===== src/rtl/uart_word_tx.sv =====
// Purpose : 32-bit word UART transmitter (8N1, LSB byte first) fed by a small word FIFO.
// Latency : a word written at edge E drives the start bit at edge E+1; 40*BPS_CNT cycles per word.
// Backpr. : Full is registered and stays high while DEPTH words are queued; writes made while Full is high are dropped.
// Ports   : clk, reset (sync, active-high) | WrEn/WrData write side, Full | Busy status, tx serial line (idle high).
module uart_word_tx #(
    parameter int BPS_CNT = 868,
    parameter int DEPTH   = 4
) (
    input  logic        clk,
    input  logic        reset,
    input  logic        WrEn,
    input  logic [31:0] WrData,
    output logic        Full,
    output logic        Busy,
    output logic        tx
);
    localparam int AW = (DEPTH > 1) ? $clog2(DEPTH) : 1;
    localparam int CW = AW + 1;
    localparam logic [CW-1:0] DEPTH_C   = CW'(DEPTH);
    localparam logic [9:0]    BAUD_LAST = 10'(BPS_CNT - 1);

    typedef enum logic [1:0] {IDLE, START, DATA, STOP} state_t;

    // Word FIFO
    logic [31:0]   mem_q [DEPTH];
    logic [AW-1:0] wr_ptr_q;
    logic [AW-1:0] rd_ptr_q;
    logic [CW-1:0] count_q;
    logic [CW-1:0] count_d;
    logic          full_q;
    logic          push;
    logic          pop;

    // Serializer
    state_t        state_q;
    state_t        state_d;
    logic [9:0]    baud_q;
    logic [9:0]    baud_d;
    logic [2:0]    bit_q;
    logic [2:0]    bit_d;
    logic [1:0]    byte_q;
    logic [1:0]    byte_d;
    logic [31:0]   shift_q;
    logic [31:0]   shift_d;
    logic          tx_q;
    logic          tx_d;
    logic          baud_last;

    // A write against a full FIFO is dropped even if a pop frees a slot on the same edge.
    assign push      = WrEn & ~full_q;
    assign baud_last = (baud_q == BAUD_LAST);

    always_comb begin
        count_d = count_q;
        if (push && !pop) begin
            count_d = count_q + 1'b1;
        end else if (!push && pop) begin
            count_d = count_q - 1'b1;
        end
    end

    always_ff @(posedge clk) begin
        if (reset) begin
            wr_ptr_q <= '0;
            rd_ptr_q <= '0;
            count_q  <= '0;
            full_q   <= 1'b0;
        end else begin
            if (push) wr_ptr_q <= wr_ptr_q + 1'b1;
            if (pop)  rd_ptr_q <= rd_ptr_q + 1'b1;
            count_q <= count_d;
            full_q  <= (count_d == DEPTH_C);
        end
    end

    // Storage needs no reset; the pointers and count define what is valid.
    always_ff @(posedge clk) begin
        if (push && !reset) begin
            mem_q[wr_ptr_q] <= WrData;
        end
    end

    // The shift register moves right once per data bit, so after 8 bits
    // the next byte sits in shift_q[7:0] and the current bit is always shift_q[0].
    always_comb begin
        state_d = state_q;
        baud_d  = baud_last ? 10'd0 : baud_q + 10'd1;
        bit_d   = bit_q;
        byte_d  = byte_q;
        shift_d = shift_q;
        tx_d    = tx_q;
        pop     = 1'b0;
        case (state_q)
            IDLE: begin
                baud_d = '0;
                tx_d   = 1'b1;
                // Only a word already registered in the FIFO may start a frame.
                if (count_q != '0) begin
                    pop     = 1'b1;
                    shift_d = mem_q[rd_ptr_q];
                    byte_d  = '0;
                    bit_d   = '0;
                    tx_d    = 1'b0;
                    state_d = START;
                end
            end
            START: begin
                if (baud_last) begin
                    tx_d    = shift_q[0];
                    bit_d   = '0;
                    state_d = DATA;
                end
            end
            DATA: begin
                if (baud_last) begin
                    shift_d = {1'b0, shift_q[31:1]};
                    if (bit_q == 3'd7) begin
                        tx_d    = 1'b1;
                        state_d = STOP;
                    end else begin
                        bit_d = bit_q + 3'd1;
                        tx_d  = shift_q[1];
                    end
                end
            end
            STOP: begin
                if (baud_last) begin
                    if (byte_q != 2'd3) begin
                        // Next byte starts immediately, no idle gap inside a word.
                        byte_d  = byte_q + 2'd1;
                        tx_d    = 1'b0;
                        state_d = START;
                    end else begin
                        state_d = IDLE;
                    end
                end
            end
            default: begin
                state_d = IDLE;
                tx_d    = 1'b1;
            end
        endcase
    end

    always_ff @(posedge clk) begin
        if (reset) begin
            state_q <= IDLE;
            baud_q  <= '0;
            bit_q   <= '0;
            byte_q  <= '0;
            shift_q <= '0;
            tx_q    <= 1'b1;
        end else begin
            state_q <= state_d;
            baud_q  <= baud_d;
            bit_q   <= bit_d;
            byte_q  <= byte_d;
            shift_q <= shift_d;
            tx_q    <= tx_d;
        end
    end

    assign Full = full_q;
    assign Busy = (state_q != IDLE) | (count_q != '0);
    assign tx   = tx_q;

endmodule


===== config.mk =====
export PLATFORM = sky130hd
export DESIGN_NAME = uart_word_tx
export DESIGN_NICKNAME = d
export VERILOG_FILES = /design/src/rtl/uart_word_tx.sv
export SDC_FILE = /design/constraint.sdc
export NUM_CORES = 1
export LEC_CHECK = 0
export CORE_ASPECT_RATIO = 0.5
export CORE_MARGIN = 2
export CORE_UTILIZATION = 39
export DETAILED_ROUTE_END_ITERATION = 7
export MAX_ROUTING_LAYER = met4
export PLACE_DENSITY = 0.52
export SLEW_MARGIN = 5
export SYNTH_ARGS = -nofsm -noshare
export SYNTH_HDL_FRONTEND = slang
export SYNTH_SLANG_ARGS = --single-unit

===== constraint.sdc =====
create_clock -name clk -period 2.4 [get_ports clk]
set_clock_uncertainty 0.2 [all_clocks]
set_input_delay 0.36 -clock clk [delete_from_list [all_inputs] [get_ports clk]]
set_output_delay 0.36 -clock clk [all_outputs]
set_load 0.01 [all_outputs]

==> impl_metrics.json <==
{
  "status": "finished, final reports clean",
  "drt-initial-drc-count": 181,
  "final_layout_size_suffix_gt1_frac": 0.271,
  "dp_hpwl_um": 8770,
  "post_synth_inst_count": 529,
  "achievable-frequency_ghz": 0.438,
  "holdPathEnd": "baud_q[0]$_SDFF_PP0_",
  "cts.root.buffer_cell": "sky130_fd_sc_hd__clkbuf_16",
  "worst_ep_arrival_time_ns": 1.72,
  "relSlewSlack": 0.676,
  "worst_r2r_startpoint": "count_q[0]$_SDFF_PP0_",
  "report.final.hold_viol_count": 0,
  "floorplan.io_pins": 38,
  "cellPowerDensity_nw_per_um2": 1120,
  "mappedNetlistArea_um2": 7960,
  "transition_time_at_the_pin_with_the_least_slew_margin_ns": 0.481,
  "post-route-period-util": 0.951,
  "htreeDepth": 4,
  "top_reg_cell_synth": "sky130_fd_sc_hd__edfxtp_1",
  "chipWidth_um": 206,
  "gp_congestion": 0.791,
  "hold_path_depth": 1,
  "drtPass1Iterations": 4,
  "via_count": 4429,
  "setup_viol": 0,
  "synth_enable_flop_cells": 128,
  "criticalPathCategory": "flip-flop to primary output",
  "clock-sinks": 188,
  "vdd.ir_drop.worst_mv": 0.630,
  "initial_antenna_violation_count": 0,
  "final-max-slew-violation-count": 0,
  "syn_to_final_growth_pct": 17.7,
  "hold_class": "flip-flop to flip-flop",
  "die_h_um": 105,
  "synth_seq_area_share": 0.634,
  "ys_ff_latch": 188,
  "route.detailed.vias_per_inst": 5.21,
  "drt-wirelength-per-cell_um": 17.7,
  "finish.net_count": 622,
  "max_cap_viol_count": 0,
  "synthesis.nets": 580,
  "timing.hold.worst.start": "baud_q[0]$_SDFF_PP0_",
  "worstPathRequired_ns": 1.84,
  "async_reset_ff_frac": 0,
  "die_area_um2": 21600,
  "tritoncts": "done",
  "port_buffers": 37,
  "reg2regPathDepth": 7,
  "critical_path.max_fanout": 7,
  "clk-insertion-delay-late_ns": 0.42,
  "track_usage": 0.153,
  "rsz0062_at_grt": "no",
  "cp-start-kind": "flip-flop",
  "cts_max_path_buffers": 2,
  "worstSetupEndpointType": "primary output",
  "cts-buffers-inserted": 17,
  "post_dp_cell_area_um2": 8780,
  "post_synth.cell_area_avg_um2": 15.0,
  "power_w": 0.0105,
  "leakage_component_of_the_power_nw": 3.04,
  "grt_pass1_wl_um": 24700,
  "post_cts_buffers": 0,
  "final.setup.tns_ns": 0,
  "min_period_ns": 2.28,
  "first_global_vias": 4502,
  "initial_utilization": 0.403,
  "number_of_nets_still_failing_antenna_checks_after_routing": 0,
  "reg2reg_setup_slack_ns": 0.22,
  "clk_transition_reported_paths_ns": 0.07,
  "synthDistinctLibCells": 53,
  "fillCellCount": 1734,
  "placementRows": 36,
  "layout.cell_area.non_filler_um2": 9370,
  "drc": 0,
  "routed_wl_um": 15000,
  "number_of_diodes": 0,
  "rr_endpoint": "Full$_SDFF_PP0_",
  "grt_max_degree": 33,
  "core_area_um2": 19700,
  "yosys_warnings": 0,
  "overflow": 0
}
[registers in the layout, summed over array words and instances, names as in the netlist, named ones only]
name / count
tx: 1
wr_ptr_q: 2
state_q: 2
baud_q: 10
shift_q: 32
rd_ptr_q: 2
Full: 1
count_q: 3
byte_q: 2
bit_q: 3
mem_q: 128
[through the flow]
step                instances  utilization  worst slack (ns)  hold WS (ns)
global placement          818        0.445             0.197         0.243
CTS                       850        0.475            0.0546         0.268
floorplan                 529            -             0.188         0.230
finish                    850        0.475             0.117         0.265
detailed placement        818        0.445             0.146         0.251
global route              850        0.475           0.00297         0.294
[Yosys cell counts, types with 2 or more instances]
cell type	n	area [um^2]
sky130_fd_sc_hd__xor2_1	3	26.3
sky130_fd_sc_hd__buf_2	16	80.1
sky130_fd_sc_hd__mux4_2	32	721
sky130_fd_sc_hd__a31oi_1	3	18.8
sky130_fd_sc_hd__a31oi_2	30	375
sky130_fd_sc_hd__nand2b_1	2	12.5
sky130_fd_sc_hd__or3_1	3	18.8
sky130_fd_sc_hd__and3_1	6	37.5
sky130_fd_sc_hd__buf_6	4	45.0
sky130_fd_sc_hd__o221ai_1	3	26.3
sky130_fd_sc_hd__o31ai_2	30	375
sky130_fd_sc_hd__nor2_1	21	78.8
sky130_fd_sc_hd__o21ai_0	8	40.0
sky130_fd_sc_hd__nor2b_1	3	18.8
sky130_fd_sc_hd__ha_1	16	200
sky130_fd_sc_hd__inv_1	9	33.8
sky130_fd_sc_hd__edfxtp_1	128	3840
sky130_fd_sc_hd__clkinv_1	2	7.51
sky130_fd_sc_hd__a21oi_1	9	45.0
sky130_fd_sc_hd__xnor2_1	8	70.1
sky130_fd_sc_hd__a22o_1	2	17.5
sky130_fd_sc_hd__clkbuf_1	12	45.0
sky130_fd_sc_hd__nand3b_1	3	22.5
sky130_fd_sc_hd__dfxtp_1	60	1200
sky130_fd_sc_hd__nor3_1	9	45.0
sky130_fd_sc_hd__nand3_1	4	20.0
sky130_fd_sc_hd__nand2_1	76	285
sky130_fd_sc_hd__a211oi_1	2	15.0
[worst max-delay path, stage by stage (launching register included)]
cell and delay (ns):
sky130_fd_sc_hd__dfxtp_2 0.36, sky130_fd_sc_hd__inv_1 0.05, sky130_fd_sc_hd__ha_1 0.20, sky130_fd_sc_hd__ha_1 0.25, sky130_fd_sc_hd__nand2_2 0.16, sky130_fd_sc_hd__dlygate4sd2_1 0.29
[per-layer routing]
| metal | global-route usage | wire (um) | vias to the layer above |
|---|---|---|---|
| li1 | - | - | 2109 |
| met5 | - | 0 | - |
| met4 | 0.0444 | 86 | 0 |
| met3 | 0.0299 | 437 | 5 |
| met2 | 0.222 | 6870 | 59 |
| met1 | 0.219 | 7620 | 2256 |
[cells by family after synthesis]
| group | share of synthesized area |
|---|---|
| xor gates and xnor gates | 0.0142 |
| adders and majority gates | 0.0252 |
| AOI/OAI and AO/OA | 0.125 |
| DFF | 0.634 |
| buffers and inverters | 0.0270 |
| and+or+nand+nor | 0.0818 |
| muxes | 0.0932 |
[placed cells by master, fill, tap and decap left out, types with 3 or more instances in the layout]
cell type,Yosys,final
sky130_fd_sc_hd__edfxtp_1,128,128
sky130_fd_sc_hd__nand2_1,76,75
sky130_fd_sc_hd__dfxtp_1,60,57
sky130_fd_sc_hd__clkdlybuf4s50_1,0,36
sky130_fd_sc_hd__mux4_2,32,32
sky130_fd_sc_hd__o31ai_2,30,30
sky130_fd_sc_hd__a31oi_2,30,30
sky130_fd_sc_hd__nor2_1,21,20
sky130_fd_sc_hd__clkbuf_16,0,17
sky130_fd_sc_hd__ha_1,16,15
sky130_fd_sc_hd__buf_12,0,11
sky130_fd_sc_hd__inv_1,9,9
sky130_fd_sc_hd__nor3_1,9,9
sky130_fd_sc_hd__a21oi_1,9,9
sky130_fd_sc_hd__o21ai_0,8,8
sky130_fd_sc_hd__xnor2_1,8,8
sky130_fd_sc_hd__buf_4,0,8
sky130_fd_sc_hd__and3_1,6,5
sky130_fd_sc_hd__nand3_1,4,4
sky130_fd_sc_hd__clkinv_2,0,4
sky130_fd_sc_hd__inv_6,0,4
sky130_fd_sc_hd__nor2b_1,3,3
sky130_fd_sc_hd__a31oi_1,3,3
sky130_fd_sc_hd__o221ai_1,3,3
sky130_fd_sc_hd__or3_1,3,3
sky130_fd_sc_hd__xor2_1,3,3
sky130_fd_sc_hd__nand3b_1,3,3
sky130_fd_sc_hd__dfxtp_2,0,3
[power breakdown]
group	internal, W	leakage, nW	switching [W]
Sequential	0.00390	1.66	0.000246
Clock	0.00147	0.288	0.00131
Combinational	0.00160	1.10	0.00201
[worst max-delay path by stage]
stage | start | to | slack (ns) | cells past startpoint
final | count_q[0]$_SDFF_PP0_ | Busy | 0.12 | 5
after global routing | count_q[0]$_SDFF_PP0_ | Busy | 0.003 | 5
after CTS | count_q[1]$_SDFF_PP0_ | Busy | 0.05 | 5
after detailed placement | count_q[0]$_SDFF_PP0_ | Busy | 0.15 | 5
after global placement | count_q[0]$_SDFF_PP0_ | Busy | 0.20 | 5
after floorplan | WrEn | mem_q[1][0]$_DFFE_PP_ | 0.19 | 3
[final cells by class]
type                    instances  area (um^2)  area share
clock buffers                  17          425      0.0454
clock inverters                15          156      0.0167
inverters                      11         41.3     0.00441
multi-input cells             297         2710       0.290
flip-flops and latches        188         5050       0.539
well taps                     266          333      0.0355
repair buffers                 56          649      0.0693
[repair_timing]
item	CTS	global route
pin swaps	0	0
resized for setup	3	2
hold buffers	0	0
endpoints found under the setup margin	1	1
Power figures use the tool's default switching activity.
